$ cat src/rtl/config_net_injector.sv
// config_net injector: root transmitter of a config_net tree.
// Serializes (id, data) requests into the framed cfg_bit stream and
// emits a run of ones after every reset so downstream nodes can resync.

package config_net_pkg;
    typedef struct packed {
        logic cfg_clk;
        logic cfg_bit;
    } config_s;
endpackage

module config_net_injector
    import config_net_pkg::*;
#(
    parameter int id_width_p   = 8,
    parameter int data_width_p = 32,
    parameter int frame_len_p  = 8,
    parameter int sync_len_p   = 16
) (
    input  logic                    clk_i,
    input  logic                    reset_i,
    input  logic                    valid_i,
    input  logic [id_width_p-1:0]   id_i,
    input  logic [data_width_p-1:0] data_i,
    output logic                    ready_o,
    output config_s                 config_o
);

    // Counters must hold the largest field length (the data bit counter
    // reaches data_width_p itself before the stop decision).
    localparam int max_ab_lp = (id_width_p > data_width_p) ? id_width_p : data_width_p;
    localparam int max_cd_lp = (frame_len_p > sync_len_p) ? frame_len_p : sync_len_p;
    localparam int max_lp    = (max_ab_lp > max_cd_lp) ? max_ab_lp : max_cd_lp;
    localparam int cnt_w_lp  = $clog2(max_lp) + 1;
    localparam int sh_w_lp   = id_width_p + data_width_p;

    localparam logic [cnt_w_lp-1:0] sync_last_lp  = cnt_w_lp'(sync_len_p - 1);
    localparam logic [cnt_w_lp-1:0] id_last_lp    = cnt_w_lp'(id_width_p - 1);
    localparam logic [cnt_w_lp-1:0] frame_last_lp = cnt_w_lp'(frame_len_p - 1);
    localparam logic [cnt_w_lp-1:0] data_len_lp   = cnt_w_lp'(data_width_p);

    typedef enum logic [2:0] {
        S_SYNC,
        S_IDLE,
        S_ID,
        S_DATA,
        S_FRAME,
        S_STOP
    } state_e;

    state_e                state_r;
    logic                  cfg_bit_r;
    logic [cnt_w_lp-1:0]   sync_cnt_r;
    logic [cnt_w_lp-1:0]   bit_cnt_r;
    logic [cnt_w_lp-1:0]   frame_cnt_r;
    logic [sh_w_lp-1:0]    shift_r;

    // The state register is the only thing ready_o looks at.
    assign ready_o = (state_r == S_IDLE);

    assign config_o.cfg_clk = clk_i;
    assign config_o.cfg_bit = cfg_bit_r;

    // Serializer FSM: each state decides the bit loaded on the next edge.
    // S_STOP holds the last framing bit on the wire and then loads the stop '1'.
    always_ff @(posedge clk_i or posedge reset_i) begin
        if (reset_i) begin
            state_r     <= S_SYNC;
            cfg_bit_r   <= 1'b1;
            sync_cnt_r  <= '0;
            bit_cnt_r   <= '0;
            frame_cnt_r <= '0;
            shift_r     <= '0;
        end else begin
            case (state_r)
                S_SYNC: begin
                    cfg_bit_r <= 1'b1;
                    if (sync_cnt_r == sync_last_lp) begin
                        sync_cnt_r <= '0;
                        state_r    <= S_IDLE;
                    end else begin
                        sync_cnt_r <= sync_cnt_r + 1'b1;
                    end
                end
                S_IDLE: begin
                    cfg_bit_r <= 1'b1;
                    if (valid_i) begin
                        // Start bit goes out now; payload is held internally.
                        shift_r   <= {data_i, id_i};
                        cfg_bit_r <= 1'b0;
                        bit_cnt_r <= '0;
                        state_r   <= S_ID;
                    end
                end
                S_ID: begin
                    cfg_bit_r <= shift_r[0];
                    shift_r   <= shift_r >> 1;
                    if (bit_cnt_r == id_last_lp) begin
                        bit_cnt_r   <= '0;
                        frame_cnt_r <= '0;
                        state_r     <= S_DATA;
                    end else begin
                        bit_cnt_r <= bit_cnt_r + 1'b1;
                    end
                end
                S_DATA: begin
                    cfg_bit_r <= shift_r[0];
                    shift_r   <= shift_r >> 1;
                    bit_cnt_r <= bit_cnt_r + 1'b1;
                    if (frame_cnt_r == frame_last_lp) begin
                        frame_cnt_r <= '0;
                        state_r     <= S_FRAME;
                    end else begin
                        frame_cnt_r <= frame_cnt_r + 1'b1;
                    end
                end
                S_FRAME: begin
                    // Framing '0' after every group, the last group included.
                    cfg_bit_r <= 1'b0;
                    if (bit_cnt_r == data_len_lp) begin
                        bit_cnt_r <= '0;
                        state_r   <= S_STOP;
                    end else begin
                        state_r <= S_DATA;
                    end
                end
                S_STOP: begin
                    cfg_bit_r <= 1'b1;
                    state_r   <= S_IDLE;
                end
                default: begin
                    cfg_bit_r <= 1'b1;
                    state_r   <= S_SYNC;
                end
            endcase
        end
    end

endmodule
$ cat config.mk
export PLATFORM = sky130hd
export DESIGN_NAME = config_net_injector
export DESIGN_NICKNAME = d
export VERILOG_FILES = /design/src/rtl/config_net_injector.sv
export SDC_FILE = /design/constraint.sdc
export NUM_CORES = 1
export LEC_CHECK = 0
export ABC_AREA = 0
export BUFFER_PORTS_ARGS = -buffer_cell sky130_fd_sc_hd__buf_2
export CAP_MARGIN = 25
export CORE_ASPECT_RATIO = 0.75
export CORE_UTILIZATION = 30
export DETAILED_ROUTE_END_ITERATION = 8
export PLACE_DENSITY_LB_ADDON = 0.15
export SLEW_MARGIN = 20
export SYNTH_ARGS = -nofsm -noshare
export SYNTH_HDL_FRONTEND = slang
export SYNTH_SLANG_ARGS = --single-unit
$ cat constraint.sdc
create_clock -name clk_i -period 3.05 [get_ports clk_i]
set_clock_uncertainty 0.05 [all_clocks]
set_input_delay 0.61 -clock clk_i [delete_from_list [all_inputs] [get_ports clk_i]]
set_output_delay 0.61 -clock clk_i [all_outputs]
set_load 0.1 [all_outputs]
## Word level (Yosys, flattened, before mapping)

Index checks and enable logic that the tools add are counted.

| cells by class | value |
|---|---|
| shift-type cells | 0 |
| equality and inequality tests | 14 |
| magnitude comparators | 0 |
| multipliers | 0 |
| bitwise logic cells | 0 |
| reduce and logical (&&, ||, !) cells | 9 |
| $add $sub $neg | 3 |
| divide/modulo/power cells | 0 |
| mux-type cells | 18 |

Operator list:

| operator | number |
|---|---|
| $pmux 40 s2 | 1 |
| $mux 40 | 1 |
| $mux 6 | 6 |
| $pmux 6 s4 | 1 |
| $add 6x1->6 const B | 3 |
| $pmux 3 s6 | 1 |
| $mux 3 | 5 |
| $eq 6x3->1 const B | 2 |
| $pmux 6 s2 | 1 |
| $ne 2x2->1 const B | 5 |
| $eq 3x2->1 const B | 2 |
| $eq 3x3->1 const B | 2 |
| $eq 6x4->1 const B | 1 |
| $eq 6x6->1 const B | 1 |
| $reduce_and 2->1 | 2 |
| $reduce_and 4->1 | 1 |
| $reduce_bool 2->1 | 2 |
| $reduce_bool 4->1 | 1 |
| $eq 3x1->1 const B | 1 |
| $logic_not 3->1 | 1 |
| $pmux 1 s3 | 1 |
| $reduce_and 3->1 | 1 |
| $reduce_or 2->1 | 1 |
| $mux 1 | 1 |

| word-level totals | value |
|---|---|
| register bits | 62 |
| memories kept | 0 |
| RAM bits | 0 |
| word-level logic and storage cells | 50 |
| bits in read-only memories | 0 |
| bits in latches | 0 |

## Logic depth before layout (Yosys ltp)

| depth | value |
|---|---|
| depth after elaboration | 4 |
| gate-level depth with buffers | 6 |
| depth with buffers taken out | 5 |

==> impl_metrics.ini <==
[status]
status = complete, no violations

[floorplanning]
start_util_pct = 31.1
die_y_um = 89.2
die-area_um2 = 10600
ioPinCount = 46
rows = 31
die_w_um = 118
design.core.area_um2 = 9770

[global_routing]
grt_pass1_wl_mm = 10.7
overflow = 0
grt_max_degree = 68
grt.total_usage_pct = 13.6
antenna_found_initial = 0
grt_pass1_vias = 2116

[yosys]
synthDominantCellAreaShare_pct = 50.1
synth_seq_cells = 62
postSynthCellCount = 299
netlist-cell-type-count = 45
seq_area_frac_synth_pct = 51.0
async_flop_share_pct = 100
ys.flop_type = dfrtp_1
synth-edff-count = 0
synth_warnings = 0
synth_area_um2 = 3040
syn-num-nets = 346
yosysTopAreaCell = dfrtp_1
post_synth.cell_area_avg_um2 = 10.2
yosys-top-cells-area = dfrtp_1, mux2i_1, nand2_1

[sta]
fin_setup_tns_ns = 0
finalHoldViolCount = 0
worst_pin_slew_ns = 0.568
drv_slew = 0
rsz0062_at_grt = no
setup_ws_ns = 0.336
setup_viol = 0
slew_headroom_pct = 62.1

[placement]
dp_cells = 461
gp_congestion = 0.713
dp_slack_ns = 0.595
dp_hpwl_mm = 4.11
io_buffers = 45

[critical_path]
critPathCaptureType = output port
path_max_fanout = 2
crit_type = clk -> out
start_kind = clock port
cp_data_required_time_ns = 2.39
cp_data_arrival_time_ns = 2.05
rr_startpoint = state_r[1]$_DFFE_PP0P_
reg2regPathDepth = 4
worstReg2RegEnd = frame_cnt_r[0]$_DFFE_PP0P_
r2r_slack_ns = 1.18

[route]
avgViaCountPerCell = 4.58
wl_mm = 6.32
drt_iter0_markers = 84
drc = 0
vias = 2199
ant_nets = 0
wl_per_cell_um = 13.2
drtPass1Iterations = 4

[cells_and_area]
utilization_pct = 38.8
final_cell_mix = dfrtp_1, nand2_1, buf_2
area_delta_synth_final_pct = 24.5
num_antenna_cells = 0
fillers = 1015
final_common_cell = dfrtp_1
layout-drive-gt1-share_pct = 22.7
nets = 390
instances_no_fill = 480

[cts]
cts_hold_buffers = 0
cts_tree = done
clkLatencyLatePin_ns = 0.43
clkTransAtPathRegs_ns = 0.05
cts_resized = 0
cts_setup_buffers = 0

[power]
switching_share_pct = 26.2
seqPwrFrac_pct = 36.4
p_int_w = 0.00194
peakVddDrop_mv = 0.651
clkPwrFrac_pct = 52.7
p_leak_nw = 1.66
power.switching_w = 0.000691
p_per_area_nw_per_um2 = 695
comb_power_share_pct = 10.9

[run]
maxCapViolCount = 0

[worst_hold_path]
hold_path_class = in -> async
flip-flops by register name (all words and copies together), names as in the netlist:
name	count
bit_cnt_r	6
cfg_bit_r	1
frame_cnt_r	6
shift_r	40
state_r	3
sync_cnt_r	6
synthesized netlist by cell type, types with 4 or more instances:
cell type  instances
a21oi_1            5
buf_2             16
dfrtp_1           61
ha_1               4
inv_1              4
mux2i_1           42
nand2_1           56
nand3_1            6
nor2_1             7
o21ai_0            5
o21ai_1           40
xnor2_1            4
power groups by stage:
| stage | logic [W] | registers (W) | clock network [W] |
|---|---|---|---|
| final | 0.000287 | 0.000960 | 0.00139 |
| after detailed placement | 0.000291 | 0.000974 | 0.000115 |
| after floorplan | 0.000224 | 0.000956 | 0.000124 |
| after CTS | 0.000294 | 0.000960 | 0.00142 |
| after global routing | 0.000329 | 0.000970 | 0.00147 |
| after global placement | 0.000287 | 0.000972 | 0.000115 |
logic make-up after synthesis:
| kind of cell | after synthesis | synth area share, % |
|---|---|---|
| simple gates | 92 | 14.3 |
| fa+ha+maj | 4 | 1.64 |
| mux | 44 | 14.5 |
| buf+inv | 23 | 3.74 |
| flops | 62 | 51.0 |
| xor+xnor | 5 | 1.44 |
| compound gates | 69 | 13.3 |
routing by layer:
metal / track usage (%) / vias up / wire length (um)
met3: 6.95 / 7 / 327
met5: 0 / - / 0
met2: 17.6 / 40 / 2600
met1: 19.0 / 1011 / 3320
li1: - / 1141 / -
met4: 4.90 / 0 / 74
final cells by class:
cell class                 count  area [um^2]  area share (%)
clock buffer                  16          327            8.62
clock inverter                 4         70.1            1.85
inverter                       4         15.0           0.396
multi-input combinational    214         1390            36.5
sequential                    62         1550            41.0
tap                          132          165            4.36
timing repair buffer          48          275            7.26
metrics by stage:
stage / instance area, um^2 / total power, W / hold slack, ns
floorplan: 3050 / 0.00130 / 0.399
global placement: 3400 / 0.00137 / 0.415
detailed placement: 3400 / 0.00138 / 0.425
CTS: 3790 / 0.00267 / 0.194
global route: 3790 / 0.00277 / 0.205
finish: 3790 / 0.00264 / 0.180
critical path, stage by stage:
cell and delay [ns]:
clkbuf_16 0.12, clkbuf_16 0.13, buf_2 0.28
worst max path at each step:
stage / depth (start not counted) / start / endpoint / slack (ns)
after CTS: 3 / clk_i / config_o[1] / 0.33
after floorplan: 2 / state_r[0]$_DFFE_PP0P_ / ready_o / 0.54
after detailed placement: 1 / clk_i / config_o[1] / 0.60
after global placement: 1 / clk_i / config_o[1] / 0.60
final: 3 / clk_i / config_o[1] / 0.34
after global routing: 3 / clk_i / config_o[1] / 0.33
(Power assumes the default switching activity.)
